==> src/rtl/demux_ctrl_pkg.sv <==
// rtl/demux_ctrl_pkg.sv - shared constants and types for the demux dispatcher
package demux_ctrl_pkg;

  localparam int N_CH  = 8;
  localparam int SEL_W = 3;

  typedef enum logic {
    EMPTY = 1'b0,
    FULL  = 1'b1
  } state_t;

  localparam logic MODE_RR    = 1'b0;
  localparam logic MODE_FIXED = 1'b1;

endpackage

==> src/rtl/demux_valid_dec.sv <==
// rtl/demux_valid_dec.sv - 3-to-8 one-hot valid decoder gated by the FULL state
module demux_valid_dec
  import demux_ctrl_pkg::*;
(
  input  logic [SEL_W-1:0] sel,
  input  logic             full,
  output logic [N_CH-1:0]  onehot
);

  always_comb begin
    onehot = '0;
    if (full) onehot = N_CH'(1) << sel;
  end

endmodule

==> src/rtl/demux_dispatch_ctrl.sv <==
// rtl/demux_dispatch_ctrl.sv - one-entry dispatcher steering a word stream onto 8 channels
module demux_dispatch_ctrl
  import demux_ctrl_pkg::*;
#(
  parameter int DW      = 8,
  parameter int TIMEOUT = 16
) (
  input  logic             clk,
  input  logic             rst,
  input  logic             in_valid,
  output logic             in_ready,
  input  logic [DW-1:0]    in_data,
  input  logic             mode,
  input  logic [SEL_W-1:0] fix_sel,
  output logic [N_CH-1:0]  out_valid,
  input  logic [N_CH-1:0]  out_ready,
  output logic [DW-1:0]    out_data,
  output logic [SEL_W-1:0] sel,
  output logic             drop
);

  localparam int CW = (TIMEOUT > 1) ? $clog2(TIMEOUT) : 1;
  localparam logic [CW-1:0] CNT_LAST = CW'(TIMEOUT - 1);

  state_t           state;
  logic [SEL_W-1:0] ptr;
  logic [SEL_W-1:0] nxt_ptr;
  logic [CW-1:0]    stall_cnt;
  logic             held_rr;
  logic             handoff;
  logic             drop_now;
  logic             free;
  logic             load;

  assign handoff  = (state == FULL) && out_ready[sel];
  assign drop_now = (TIMEOUT != 0) && (state == FULL) && !out_ready[sel]
                    && (stall_cnt == CNT_LAST);
  assign free     = handoff || drop_now;
  assign in_ready = !rst && ((state == EMPTY) || free);
  assign load     = in_valid && in_ready;

  // Only words that were routed round-robin consume a pointer step, so a
  // mode switch never retroactively moves the pointer.
  assign nxt_ptr = (free && held_rr) ? ptr + SEL_W'(1) : ptr;

  always_ff @(posedge clk) begin
    if (rst) begin
      state     <= EMPTY;
      ptr       <= '0;
      sel       <= '0;
      out_data  <= '0;
      stall_cnt <= '0;
      held_rr   <= 1'b0;
      drop      <= 1'b0;
    end else begin
      drop <= drop_now;
      ptr  <= nxt_ptr;
      if (load) begin
        state     <= FULL;
        out_data  <= in_data;
        sel       <= (mode == MODE_FIXED) ? fix_sel : nxt_ptr;
        held_rr   <= (mode == MODE_RR);
        stall_cnt <= '0;
      end else if (free) begin
        state     <= EMPTY;
        stall_cnt <= '0;
      end else if (state == FULL) begin
        stall_cnt <= stall_cnt + CW'(1);
      end
    end
  end

  demux_valid_dec u_dec (
    .sel    (sel),
    .full   (state == FULL),
    .onehot (out_valid)
  );

endmodule

==> config.mk <==
export PLATFORM = sky130hd
export DESIGN_NAME = demux_dispatch_ctrl
export DESIGN_NICKNAME = d
export VERILOG_FILES = /design/src/rtl/demux_ctrl_pkg.sv /design/src/rtl/demux_valid_dec.sv /design/src/rtl/demux_dispatch_ctrl.sv
export SDC_FILE = /design/constraint.sdc
export NUM_CORES = 1
export LEC_CHECK = 0
export ABC_CLOCK_PERIOD_IN_PS = 5450
export CAP_MARGIN = 5
export CORE_UTILIZATION = 48
export CTS_BUF_LIST = sky130_fd_sc_hd__clkbuf_8
export CTS_CLUSTER_DIAMETER = 50
export CTS_CLUSTER_SIZE = 25
export DETAILED_ROUTE_END_ITERATION = 16
export PLACE_DENSITY_LB_ADDON = 0.25
export SETUP_SLACK_MARGIN = 0.15
export SYNTH_ARGS = -nofsm -noshare
export SYNTH_HDL_FRONTEND = slang
export SYNTH_HIERARCHICAL = 1
export SYNTH_SLANG_ARGS = --single-unit
==> constraint.sdc <==
create_clock -name clk -period 5.45 [get_ports clk]
set_clock_uncertainty 0.1 [all_clocks]
set_input_delay 1.3625 -clock clk [delete_from_list [all_inputs] [get_ports clk]]
set_output_delay 1.3625 -clock clk [all_outputs]
set_load 0.05 [all_outputs]
# After elaboration in Yosys (flattened, before gate mapping)
# Cells that the tools add are included.
[classes]
eq_ne = 1
n_addsub = 2
n_lt_le_gt_ge = 1
mux = 7
n_reduce_logical = 12
n_bitwise = 2
shift = 1
[ops]
columns = ["operator", "n"]
rows = [
  ["$mux 8", 1],
  ["$shl 1x3->8 const A", 1],
  ["$logic_and 1x1->1", 6],
  ["$mux 3", 2],
  ["$add 4x1->4 const B", 1],
  ["$eq 4x4->1 const B", 1],
  ["$lt 3x4->1 const B", 1],
  ["$add 3x1->3 const B", 1],
  ["$bmux 1 s3", 1],
  ["$mux 1", 3],
  ["$reduce_or 3->1", 1],
  ["$logic_not 1->1", 2],
  ["$logic_or 1x1->1", 2],
  ["$not 1->1", 2],
  ["$reduce_bool 2->1", 1],
]
[word_totals]
in_bits = 23
reg_bits = 21
word_cells = 33
out_inout_bits = 21

# Depth between registers and ports, before layout
[depth]
word_depth = 10
depth_mapped = 6
mapped_depth_nobuf = 6

# Cells and area by module
# Netlist, hierarchy kept.
[modules_own_cells]
columns = ["module", "cells_per_inst", "instances", "area_per_inst_um2", "seq_area_each_um2"]
rows = [
  ["demux_dispatch_ctrl", 113, 1, 1012.2, 420.4],
  ["demux_valid_dec", 8, 1, 95.1, 0.0],
]

# Worst setup path after synthesis
# No wires, ideal clock.
[synth_timing]
path_kind = "input to output"
start = "input out_ready[5]"
end = "output in_ready"
cell_stages = 4
path_buffers = 0
arrival_time_ps = 2584
setup_slack_ps = 1403
cell_sequence = "mux4_2 > mux2i_4 > and3_1 > nor2_1"
[synth_between]
elab_chain_cells = 8
[synth_lines]
columns = ["element", "line_no", "text"]
rows = [
  ["start, declared", "demux_dispatch_ctrl.sv:16", "input logic [N_CH-1:0] out_ready,"],
  ["$bmux 1 s3 *", "demux_dispatch_ctrl.sv:35, demux_dispatch_ctrl.sv:36", ""],
  ["$mux 1 (implied by the code) *", "demux_dispatch_ctrl.sv:35, demux_dispatch_ctrl.sv:36", ""],
  ["$logic_not 1->1", "demux_dispatch_ctrl.sv:36", "assign drop_now = (TIMEOUT != 0) && (state == FULL) && !out_ready[sel]"],
  ["$logic_and 1x1->1", "demux_dispatch_ctrl.sv:36", ""],
  ["$logic_and 1x1->1", "demux_dispatch_ctrl.sv:37", "&& (stall_cnt == CNT_LAST);"],
  ["$logic_or 1x1->1 *", "demux_dispatch_ctrl.sv:38", "assign free = handoff || drop_now;"],
  ["$logic_or 1x1->1 *", "demux_dispatch_ctrl.sv:39", "assign in_ready = !rst && ((state == EMPTY) || free);"],
  ["$logic_and 1x1->1 *", "demux_dispatch_ctrl.sv:39", ""],
  ["end, declared", "demux_dispatch_ctrl.sv:11", "output logic in_ready,"],
]
# Mark *: on every way between the ends. The rest lies on a longest branch, timed or not. The select of a mux whose other input is x is not followed.

# Worst setup path after layout
[layout_timing]
start = "input out_ready[3]"
end = "output in_ready"
# The elaborated chain is that of the path after synthesis.

==> impl_metrics.ini <==
[clocking]
cts_tree = built
htreeDepth = 1
cts_setup_buffers = 0
numCtsBuffers = 3
clkLatencyLatePin_ns = 0.25
ctsHoldBuffers = 0
cts_resized = 0
cts-root-buf = clkbuf_8
clkTransAtPathRegs_ns = 0.07
cts.sink_count = 21
max-clock-path-buffers = 2

[placement]
dp_hpwl_um = 1800
gp_congestion = 0.730
place_inst = 188
portBuffers = 43

[finish]
diodes = 0
seqCellArea_um2 = 420
multi_input_area_um2 = 624
nets = 190
final_core_util_pct = 73.2
fin_cells = 192
area_growth_pct = 44.9
fillers = 174
drive_gt1_share_pct = 7.93

[power_and_ir_drop]
seq_power_share_pct = 47.9
pwr-share-comb_pct = 25.5
peakVddDrop_v = 0.000182
p_clk_share_pct = 26.6
internal-power_w = 0.000253
powerDensity_mw_per_mm2 = 223
switching_share_pct = 29.0
p_sw_w = 0.000104
cellLeakagePower_nw = 0.609

[drt]
vias_per_cell = 5.44
wl_per_cell_um = 13.4
drcViolationCount = 0
dr.pass1.iters = 4
drt-initial-drc-count = 12
route.vias.total = 1044
wl_um = 2580
postRouteAntennaNets = 0

[logic_synthesis]
yosysMostFrequentCell = dfxtp_1
yosysSeqAreaShare_pct = 38.0
synth_top_family_by_area = simple AND/OR/NAND/NOR gates
synth-seq-cells = 21
synth_xor_area_share_pct = 3.95
synth-adder-area-share_pct = 2.26
ys_async_sr_fraction_pct = 0
synth_cell_types = 37
yosysWarnings = 6
muxShareOfSynthArea_pct = 9.72
synth_area_per_cell_um2 = 9.15
synth-edff-count = 0
synth.top_cell.area_share_pct = 38.0
synth_flop_cell = dfxtp_1
synth_compound_area_share_pct = 12.2
synthSimpleGateAreaFrac_pct = 28.2
syn_area_mm2 = 0.00111
synth.area.top_cells = dfxtp_1 38%, nand3b_1 7.5%, nor2_1 4.7%
synthDominantAreaCellType = dfxtp_1
synth_nets = 146
syn_inst = 121
synthTopCellsByCount = 21 x dfxtp_1, 14 x nor2_1, 11 x inv_1, 11 x nand3b_1, 9 x o21ai_1

[setup_path]
max_stage_delay_ns = 0.70
cp-start-kind = input pin
path_common_cell = clkdlybuf4s50_1
cp-end-kind = output pin
cpMaxStageDelayCell = clkdlybuf4s50_1
worstSetupPathType = input pin to output pin
critical-path-top-delay-family = buffers and inverters
critical_path.cell_chain = clkdlybuf4s50_1 -> mux4_2 -> mux2i_4 -> and3_1 -> nor2_1 -> clkdlybuf4s50_1
crit_fanout = 9
cp_num_buf_inv = 2
cp.required_ns = 3.99
worstPathArrival_ns = 3.54

[timing]
setup_tns_ns = 0
setup_viol = 0
maxSlewViolCount = 0
period_minus_slack_ns = 5.01
hold_violations = 0
rsz0062_at_grt = no
relSlewSlack_pct = 60.1
max_freq_mhz = 200
min_period_over_period_pct = 91.9
worst_pin_slew_ns = 0.598

[grt]
grt_overflow_total = 0
track_usage_pct = 21.9
antenna_found_initial = 0
grt_pass1_vias = 1010
grt_max_degree = 25
grt_pass1_wl_um = 4260

[run_status]
status = complete, no violations

[die]
die_area_mm2 = 0.00250
rows = 17
fp.coreArea_mm2 = 0.00219
start_util_pct = 50.5
ios = 44
die_y_um = 50.0
die_w_um = 50.0

[run]
cap_viol_max_count = 0

[min_path]
hold_path.class = register to register
[per-stage QoR]
stage          setup slack (ns)  cell area, µm²  hold slack [ns]  total power (W)
2_1_floorplan              1.40            1110            0.363         0.000228
3_3_place_gp              0.485            1560            0.367         0.000263
3_5_place_dp              0.455            1560            0.375         0.000265
4_1_cts                   0.434            1600            0.388         0.000359
5_1_grt                   0.356            1600            0.418         0.000372
6_report                  0.444            1600            0.384         0.000357
[registers in the layout, indices dropped and copies added, names as in the netlist]
| register | cells |
|---|---|
| sel | 3 |
| stall_cnt | 4 |
| drop | 1 |
| state | 1 |
| held_rr | 1 |
| ptr | 3 |
| out_data | 8 |
[worst min-delay path, delay by kind of cell, from the launching register on]
family          cells  cell delay (ns)
simple gates        1             0.07
compound gates      1             0.05
flops               1             0.32
[placed cells by master, fill, tap and decap left out, types with 2 or more instances in the layout]
cell type and instances:
mux2i_1 4, xor2_1 2, dfxtp_1 21, xnor2_1 3
and3_1 2, nand2_1 4, clkdlybuf4s50_1 43, nor2_1 14
inv_1 12, o21ai_1 9, ha_1 2, and4bb_1 2
mux4_2 2, or2_1 2, a21oi_1 4, clkbuf_8 3
and4b_2 2, nand3b_1 11, nand4_1 2, nand3_1 2
[cells by family (layout without fill, tap and decap cells)]
| group | Yosys count | in the layout |
|---|---|---|
| AND/OR/NAND/NOR | 48 | 48 |
| AO/OA/AOI/OAI | 22 | 22 |
| flip-flops | 21 | 21 |
| buffers and inverters | 16 | 59 |
| multiplexers | 7 | 7 |
| XOR/XNOR | 5 | 5 |
| adder cells (fa/ha/maj) | 2 | 2 |
[cell type report]
class | count | area share (%)
multi-input combinational | 84 | 38.9
timing repair buffer | 44 | 27.3
sequential | 21 | 26.2
clock buffer | 3 | 2.57
inverter | 11 | 2.57
tap | 28 | 2.18
clock inverter | 1 | 0.234
[routing by layer]
| layer | GRT usage (%) | up-vias | wire length (µm) |
|---|---|---|---|
| met5 | 0 | - | 0 |
| li1 | - | 516 | - |
| met2 | 40.0 | 41 | 1250 |
| met1 | 23.7 | 479 | 1100 |
| met3 | 4.63 | 8 | 180 |
| met4 | 9.52 | 0 | 53 |
[worst paths after layout]
check	startpoint	to	slack, ns	cells after the start
hold / removal	out_data[6]$_SDFFE_PP0P_	out_data[6]$_SDFFE_PP0P_	0.38	2
setup / recovery	out_ready[3]	in_ready	0.44	6
setup reg to reg	sel[0]$_SDFFE_PP0P_	sel[1]$_SDFFE_PP0P_	3.00	5
hold reg to reg	out_data[6]$_SDFFE_PP0P_	out_data[6]$_SDFFE_PP0P_	0.38	2
[power by group through the flow]
stage | sequential (W) | combinational, W | clock, W
2_1_floorplan | 0.000192 | 0.0000364 | 0
3_3_place_gp | 0.000174 | 0.0000893 | 0
3_5_place_dp | 0.000174 | 0.0000908 | 0
4_1_cts | 0.000171 | 0.0000915 | 0.0000967
5_1_grt | 0.000173 | 0.0000966 | 0.000103
6_report | 0.000171 | 0.0000911 | 0.0000948
No activity file was read; power rests on OpenSTA's default activity.
==> RTL change: new RTL, same settings <==
The package constant `SEL_W` goes from 3 to 4.
--- a/src/rtl/demux_ctrl_pkg.sv
+++ b/src/rtl/demux_ctrl_pkg.sv
@@ -2,7 +2,7 @@
 package demux_ctrl_pkg;
 
   localparam int N_CH  = 8;
-  localparam int SEL_W = 3;
+  localparam int SEL_W = 4;
 
   typedef enum logic {
     EMPTY = 1'b0,
Ports: changed (resized fix_sel and sel); port bits go from 44 to 46. The function was not compared with the original's and may differ.
==> RTL change against the original RTL <==
Synthesized cell count grew 11%; design area grew 4.3%; first-iteration DRC count up 75%; wire length grew 9.5%; clock power rose by 9.7%; synthesized area increased by 4.3%; worst hold slack lost 0.0065 ns; sequential cell count increased by 2; critical path depth did not move; global-route usage is 1.1 points higher; power increased by 7.8%; sequential share of layout area grew 1.3 points; worst setup slack better by 0.63 ns; critical endpoint unchanged.
==> RTL change: results (changes against the original RTL) <==
cts_resized: 0  # unchanged
num-fill-cells: 169  # -2.9%
grt_max_degree: 23  # -8.0%
top_register: "out_data"
ant_nets: 0  # unchanged
via_per_inst: 5.53  # +1.8%
dr.pass1.iters: 4  # unchanged
synth_fa_ha_area_share_pct: 2.17  # -0.093 points
synth_xor_area_share_pct: 4.55  # +0.60 points
htree_levels: 1  # unchanged
clock_path_buffers: 2  # unchanged
slew_headroom_pct: 60.0  # about the same
clkLatencyLatePin_ns: 0.26
ys_seq_area_share_pct: 39.9  # +1.9 points
synthArstFlopShare_pct: 0  # unchanged
crit_fanout: 11  # +2
synth_compound_area_share_pct: 13.3  # +1.1 points
synth.area.top_cells: "dfxtp_1, nand2b_1, nor2_1, mux2i_1, o21ai_0"
leakagePower_uw: 0.000580  # -4.7%
min_path_type: "register to register"
grt.overflow.total: 0  # unchanged
numCtsBuffers: 3  # unchanged
peakVddDrop_mv: 0.165  # -9.5%
cp.arrival_ns: 2.91  # -0.63 ns
yosysWarnings: 6  # unchanged
status: "completed"
diodes: 0  # unchanged
cts-root-buf: "clkbuf_8"
gp_congestion: 0.789  # +8.1%
antenna_found_initial: 0  # unchanged
synth_mux_area_share_pct: 8.23  # -1.5 points
ys_types: 32  # -14%
syn_nets: 160  # +9.6%
routedWlPerCell_um: 13.7  # +2.0%
hpwlAfterDp_um: 2110  # +17%
place_ws_ns: 1.09  # +0.634 ns
grt_pass1_wl_um: 4480  # +5.0%
clk_pin_slew_worst_paths_ns: 0.08
drt_iter0_markers: 21  # +9
port_buffers: 45  # +4.7%
finalNetCount: 205  # +7.9%
largest_register_ffs: 8  # unchanged
synth_common_cells: "dfxtp_1, nor2_1, nand2b_1, nand2_1, o21ai_0"
grt_pass1_vias: 1085  # +7.4%
post_cts_buffers: 0  # unchanged
grt_use_total_pct: 23.0  # +1.1 points
drive_gt1_share_pct: 6.74  # -1.2 points
==> RTL change: where the power goes <==
group / switching (uW) / internal (uW)
Combinational: 52.3 / 43.5
Clock: 53.1 / 51.0
Sequential: 9.29 / 176
==> RTL change: worst paths after layout <==
check          startpoint     endpoint  slack [ns]  cells after the start
min           out_data[4]  out_data[4]        0.38                      2
min reg2reg   out_data[4]  out_data[4]        0.38                      2
max          out_ready[7]     in_ready        1.07                      6
max reg2reg        sel[0]       sel[1]        2.95                      7
==> RTL change: logic make-up (layout without fill, tap and decap cells) <==
logic type	Yosys count	in the layout
AO/OA/AOI/OAI	24	24
XOR/XNOR	6	6
adder cells (fa/ha/maj)	2	2
buffers and inverters	9	53
flip-flops	23	23
multiplexers	7	7
AND/OR/NAND/NOR	63	63
==> RTL change: through the flow <==
stage | hold slack, ns | instances | area, um2 | utilization [%]
after CTS | 0.379 | 206 | 1670 | 74.9
final | 0.377 | 206 | 1670 | 74.9
after floorplan | 0.380 | 134 | 1150 | -
after detailed placement | 0.363 | 202 | 1630 | 72.8
after global placement | 0.360 | 202 | 1630 | 72.8
after global routing | 0.410 | 206 | 1670 | 74.9
==> RTL change: worst max-delay path, stage by stage <==
cell and delay, ns:
clkdlybuf4s50_1 0.40, mux4_2 0.46, mux2i_1 0.15, buf_4 0.21, a31oi_1 0.11, buf_4 0.23
==> RTL change: final cells by class <==
cell class                 count  area share [%]
clock buffer                   3            2.47
clock inverter                 1           0.299
inverter                       1           0.224
multi-input combinational    102            39.3
sequential                    23            27.5
tap                           28            2.09
timing repair buffer          48            28.1
==> RTL change: layer usage <==
metal	share of wire [%]	wire length (um)	track usage [%]
met1	42	1180	25.0
met3	4.3	120	4.17
met2	53	1480	43.4
met5	0	0	0
met4	1.2	35	8.33
